`src/rtl/mipi_frame_arbiter.sv`:
```
// Per-frame arbiter sharing one MIPI packet port between the host SLIP stream and the
// local packet source, with an enforced LP idle gap and a stall watchdog that drains stuck frames.
module mipi_frame_arbiter #(
  parameter int GAP_CYCLES = 16,
  parameter int TIMEOUT    = 4096,
  parameter int CW         = 16
) (
  input  logic       clk,
  input  logic       nrst,
  input  logic       h_frame,
  input  logic [7:0] h_data,
  input  logic       h_rdy,
  output logic       h_ack,
  input  logic       l_frame,
  input  logic [7:0] l_data,
  input  logic       l_rdy,
  output logic       l_ack,
  output logic       m_frame,
  output logic [7:0] m_data,
  output logic       m_req,
  input  logic       m_ack,
  output logic [1:0] grant,
  output logic       err_timeout,
  output logic [7:0] abort_cnt
);

  // state | meaning
  // IDLE  | no owner, arbitrate pending frames (round-robin on contention)
  // HOST  | host stream owns the link
  // LOCAL | local packet source owns the link
  // ABORT | owner stalled; its bytes are discarded until its frame drops
  // GAP   | enforced LP idle between frames

  typedef enum logic [2:0] {S_IDLE, S_HOST, S_LOCAL, S_ABORT, S_GAP} state_t;

  localparam logic [CW-1:0] GAP_LOAD = CW'(GAP_CYCLES - 1);
  localparam logic [CW-1:0] WD_LOAD  = CW'(TIMEOUT - 1);
  localparam bit            WD_EN    = (TIMEOUT != 0);

  state_t        state_q, state_d;
  logic          last_q, last_d;   // 1 = local source was granted last
  logic [CW-1:0] wd_q, wd_d;
  logic [CW-1:0] gap_q, gap_d;
  logic          err_q, err_d;
  logic [7:0]    abort_q, abort_d;
  logic          own_frame;
  logic          wd_expire;

  assign own_frame = last_q ? l_frame : h_frame;
  assign wd_expire = WD_EN && !m_ack && (wd_q == '0);

  always_ff @(posedge clk or negedge nrst) begin
    if (!nrst) begin
      state_q <= S_IDLE;
      last_q  <= 1'b1;
      wd_q    <= '0;
      gap_q   <= '0;
      err_q   <= 1'b0;
      abort_q <= '0;
    end else begin
      state_q <= state_d;
      last_q  <= last_d;
      wd_q    <= wd_d;
      gap_q   <= gap_d;
      err_q   <= err_d;
      abort_q <= abort_d;
    end
  end

  // Timers are down-counters reloaded outside the states that run them.
  always_comb begin
    state_d = state_q;
    last_d  = last_q;
    wd_d    = WD_LOAD;
    gap_d   = GAP_LOAD;
    case (state_q)
      S_IDLE: begin
        if (h_frame && (!l_frame || last_q)) begin
          state_d = S_HOST;
          last_d  = 1'b0;
        end else if (l_frame) begin
          state_d = S_LOCAL;
          last_d  = 1'b1;
        end
      end
      S_HOST, S_LOCAL: begin
        if (!m_ack) wd_d = wd_q - CW'(1);
        if (!own_frame)     state_d = S_GAP;
        else if (wd_expire) state_d = S_ABORT;
      end
      S_ABORT: begin
        if (!own_frame) state_d = S_GAP;
      end
      S_GAP: begin
        gap_d = gap_q - CW'(1);
        if (gap_q == '0) state_d = S_IDLE;
      end
      default: state_d = S_IDLE;
    endcase
    err_d   = (state_d == S_ABORT) && (state_q != S_ABORT);
    abort_d = (err_d && (abort_q != 8'hFF)) ? abort_q + 8'd1 : abort_q;
  end

  always_comb begin
    m_frame = 1'b0;
    m_data  = '0;
    m_req   = 1'b0;
    h_ack   = 1'b0;
    l_ack   = 1'b0;
    grant   = '0;
    case (state_q)
      S_HOST: begin
        m_frame = h_frame;
        m_data  = h_data;
        m_req   = h_rdy;
        h_ack   = m_ack;
        grant   = 2'b01;
      end
      S_LOCAL: begin
        m_frame = l_frame;
        m_data  = l_data;
        m_req   = l_rdy;
        l_ack   = m_ack;
        grant   = 2'b10;
      end
      S_ABORT: begin
        grant = last_q ? 2'b10 : 2'b01;
        h_ack = !last_q && h_rdy;
        l_ack = last_q && l_rdy;
      end
      default: ;
    endcase
  end

  assign err_timeout = err_q;
  assign abort_cnt   = abort_q;

endmodule

```
`config.mk`:
```
export PLATFORM = sky130hd
export DESIGN_NAME = mipi_frame_arbiter
export DESIGN_NICKNAME = d
export VERILOG_FILES = /design/src/rtl/mipi_frame_arbiter.sv
export SDC_FILE = /design/constraint.sdc
export NUM_CORES = 1
export LEC_CHECK = 0
export ABC_AREA = 1
export CAP_MARGIN = 25
export CORE_MARGIN = 2
export CORE_UTILIZATION = 35
export CTS_BUF_LIST = sky130_fd_sc_hd__clkbuf_16
export DETAILED_ROUTE_END_ITERATION = 16
export PLACE_DENSITY = 0.54
export SYNTH_ARGS = -nofsm -noshare
export SYNTH_HDL_FRONTEND = slang
export SYNTH_SLANG_ARGS = --single-unit
```
`constraint.sdc`:
```
create_clock -name clk -period 4.3 [get_ports clk]
set_input_delay 0.86 -clock clk [delete_from_list [all_inputs] [get_ports clk]]
set_output_delay 0.86 -clock clk [all_outputs]
set_load 0.02 [all_outputs]
```
==> flow_summary.toml <==
[setup_path]
end_kind = "output pin"
cp.required_ns = 3.44
criticalPathCategory = "in -> out"
crit_path_start_kind = "primary input"
cp_max_fo = 2
arrival_ns = 2.30

[floorplan]
rows = 31
core_area_um2 = 7210
start_util_pct = 35.9
die_w_um = 90.1
io_pins = 46
fp.dieH_um = 90.1
dieArea_um2 = 8110

[synthesis]
yosysUniqueCellTypes = 32
synth_edf_count = 0
ys_warn_count = 0
yosysSeqAreaShare_pct = 43.5
yosysTopAreaCell = "dfrtp_1"
synth_most_common_cell = "nand2_1"
synth_area_um2 = 2590
synth-main-ff-cell = "dfrtp_1"
async_reset_ff_share_pct = 100
synth.avg_cell_area_um2 = 7.51
yosys-top-cells-count = "nand2_1, nor2_1, dfrtp_1"
yosys-top-cells-area = "dfrtp_1, nand2_1, nor2_1, nand3_1, inv_1"
syn_nets = 372
netlist_instances = 345
synth_top_cell_area_share_pct = 42.5
ys_ff_latch = 45

[sta]
hold_viol_final = 0
drv_slew = 0
timing.final.crit_share_pct = 73.5
relSlewSlack_pct = 61.7
fin_crit_ns = 3.16
rsz0062_at_grt = "no"
fin_tns_setup_ns = 0
setup_viol = 0
finClkSkew_ns = 0.00620
worstMarginPinSlew_ns = 0.574
max_freq_mhz = 317

[global_routing]
use_met2_pct = 22.4
top_usage_layer = "met2"
grt_max_degree = 26
grt_pass1_vias = 2097
antenna_found_initial = 0
globalRouteOverflowTotal = 0
grt.total_usage_pct = 14.5
grt_pass1_wl_um = 9760
grt_use_met1_pct = 20.3
met3_usage_pct = 3.19

[flow_run]
cap_violations = 0

[final_layout]
final_nets = 420
fin_area_um2 = 3280
fin_util_pct = 45.4
n_antenna_cell = 0
area_growth_pct = 26.4
nFillCells = 723
drive_gt1_share_pct = 8.12

[clock_tree]
clock_path_buffers = 2
cts_max_level = 2
clock_latency_ns = 0.28
clk_pin_slew_ns = 0.06
cts-buffers-inserted = 5
cts_sinks = 45
cts_resized = 0
holdBufCountCts = 0
cts_tree = "done"
cts_setup_buffers = 0
cts-root-buf = "clkbuf_16"

[routing]
remaining_drc_errors = 0
drt_wl_total_um = 5720
drt_iter0_drc = 117
dr.pass1.iters = 5
routedWlPerCell_um = 11.6
via_per_inst = 4.73
vias = 2333
ant_nets = 0

[placement]
portBuffers = 45
hpwl_um = 4300
place.gp.congestion = 0.792
dpl_cell_area_um2 = 3140

[power]
p_leak_uw = 0.00143
vdd_drop_max_mv = 0.192
total_power_uw = 1490
p_per_area_nw_per_um2 = 454

[worst_hold_path]
hold_class = "reg -> reg"

[status]
outcome = "finished, final reports clean"
[final cells by class]
class	instances	area (µm²)	area share, %
inverter	51	194	5.92
multi-input combinational	244	1230	37.5
clock inverter	3	12.5	0.382
tap	99	124	3.78
clock buffer	5	125	3.82
timing repair buffer	46	465	14.2
sequential	45	1130	34.4
[sequential cells by signal, indices dropped and copies added (netlist names)]
register     cells
abort_cnt        8
wd_q            16
state_q          3
err_timeout      1
last_q           1
gap_q           16
[cell families after synthesis]
group	share of synthesized area (%)
DFF	43.5
adders and majority gates	1.93
and+or+nand+nor	33.0
buffers and inverters	9.12
xor gates and xnor gates	3.04
AOI/OAI and AO/OA	9.46
[final timing paths]
path	from	to	slack, ns	cells after the start
worst min-delay path	gap_q[0]$_DFF_PN0_	gap_q[0]$_DFF_PN0_	0.44	1
worst max-delay path	l_rdy	l_ack	1.14	4
worst min register to register	gap_q[0]$_DFF_PN0_	gap_q[0]$_DFF_PN0_	0.44	1
worst max register to register	state_q[2]$_DFF_PN0_	wd_q[7]$_DFF_PN0_	2.37	7
min in group asynchronous	nrst	wd_q[5]$_DFF_PN0_	0.54	1
max in group asynchronous	nrst	gap_q[4]$_DFF_PN0_	3.26	2
[through the flow]
stage	setup WS [ns]	hold slack (ns)	std cells
after floorplan	1.94	0.409	345
after global placement	1.18	0.423	484
after detailed placement	1.16	0.429	485
after CTS	1.16	0.438	493
after global routing	1.10	0.455	493
final	1.14	0.438	493
[where the power goes]
group          total [µW]  switching (µW)  leakage, µW  internal (µW)
sequential            524            52.4     0.000537            472
combinational         599             378     0.000826            221
clock                 366             155    0.0000687            210
total                1490             586      0.00143            903
[cells in the final DEF, fill, tap and decap left out, drive strengths merged]
master | netlist | final
nand2 | 78 | 78
nor2 | 53 | 53
inv | 51 | 51
dfrtp | 44 | 44
clkdlybuf4s50 | 0 | 44
nand3 | 35 | 35
o21ai | 26 | 26
a21oi | 14 | 14
nand4 | 10 | 10
nor3 | 6 | 6
xor2 | 5 | 5
clkbuf | 1 | 5
xnor2 | 4 | 4
ha | 4 | 4
clkinv | 0 | 3
o22ai | 2 | 2
o32ai | 2 | 2
buf | 4 | 2
nand3b | 1 | 1
or2 | 1 | 1
a21boi | 1 | 1
nor3b | 1 | 1
o21a | 1 | 1
dfstp | 1 | 1
[routing by layer]
metal  routed length [µm]  vias to the layer above
met5                    0                        -
met4                   73                        0
met3                  295                        7
met2                 2440                       61
met1                 2910                     1058
li1                     -                     1207
[critical path, stage by stage]
cell,delay [ns]
clkdlybuf4s50_1,0.45
inv_1,0.05
o32ai_1,0.28
clkdlybuf4s50_1,0.66
Note: power is estimated with default switching activity, not from simulation.
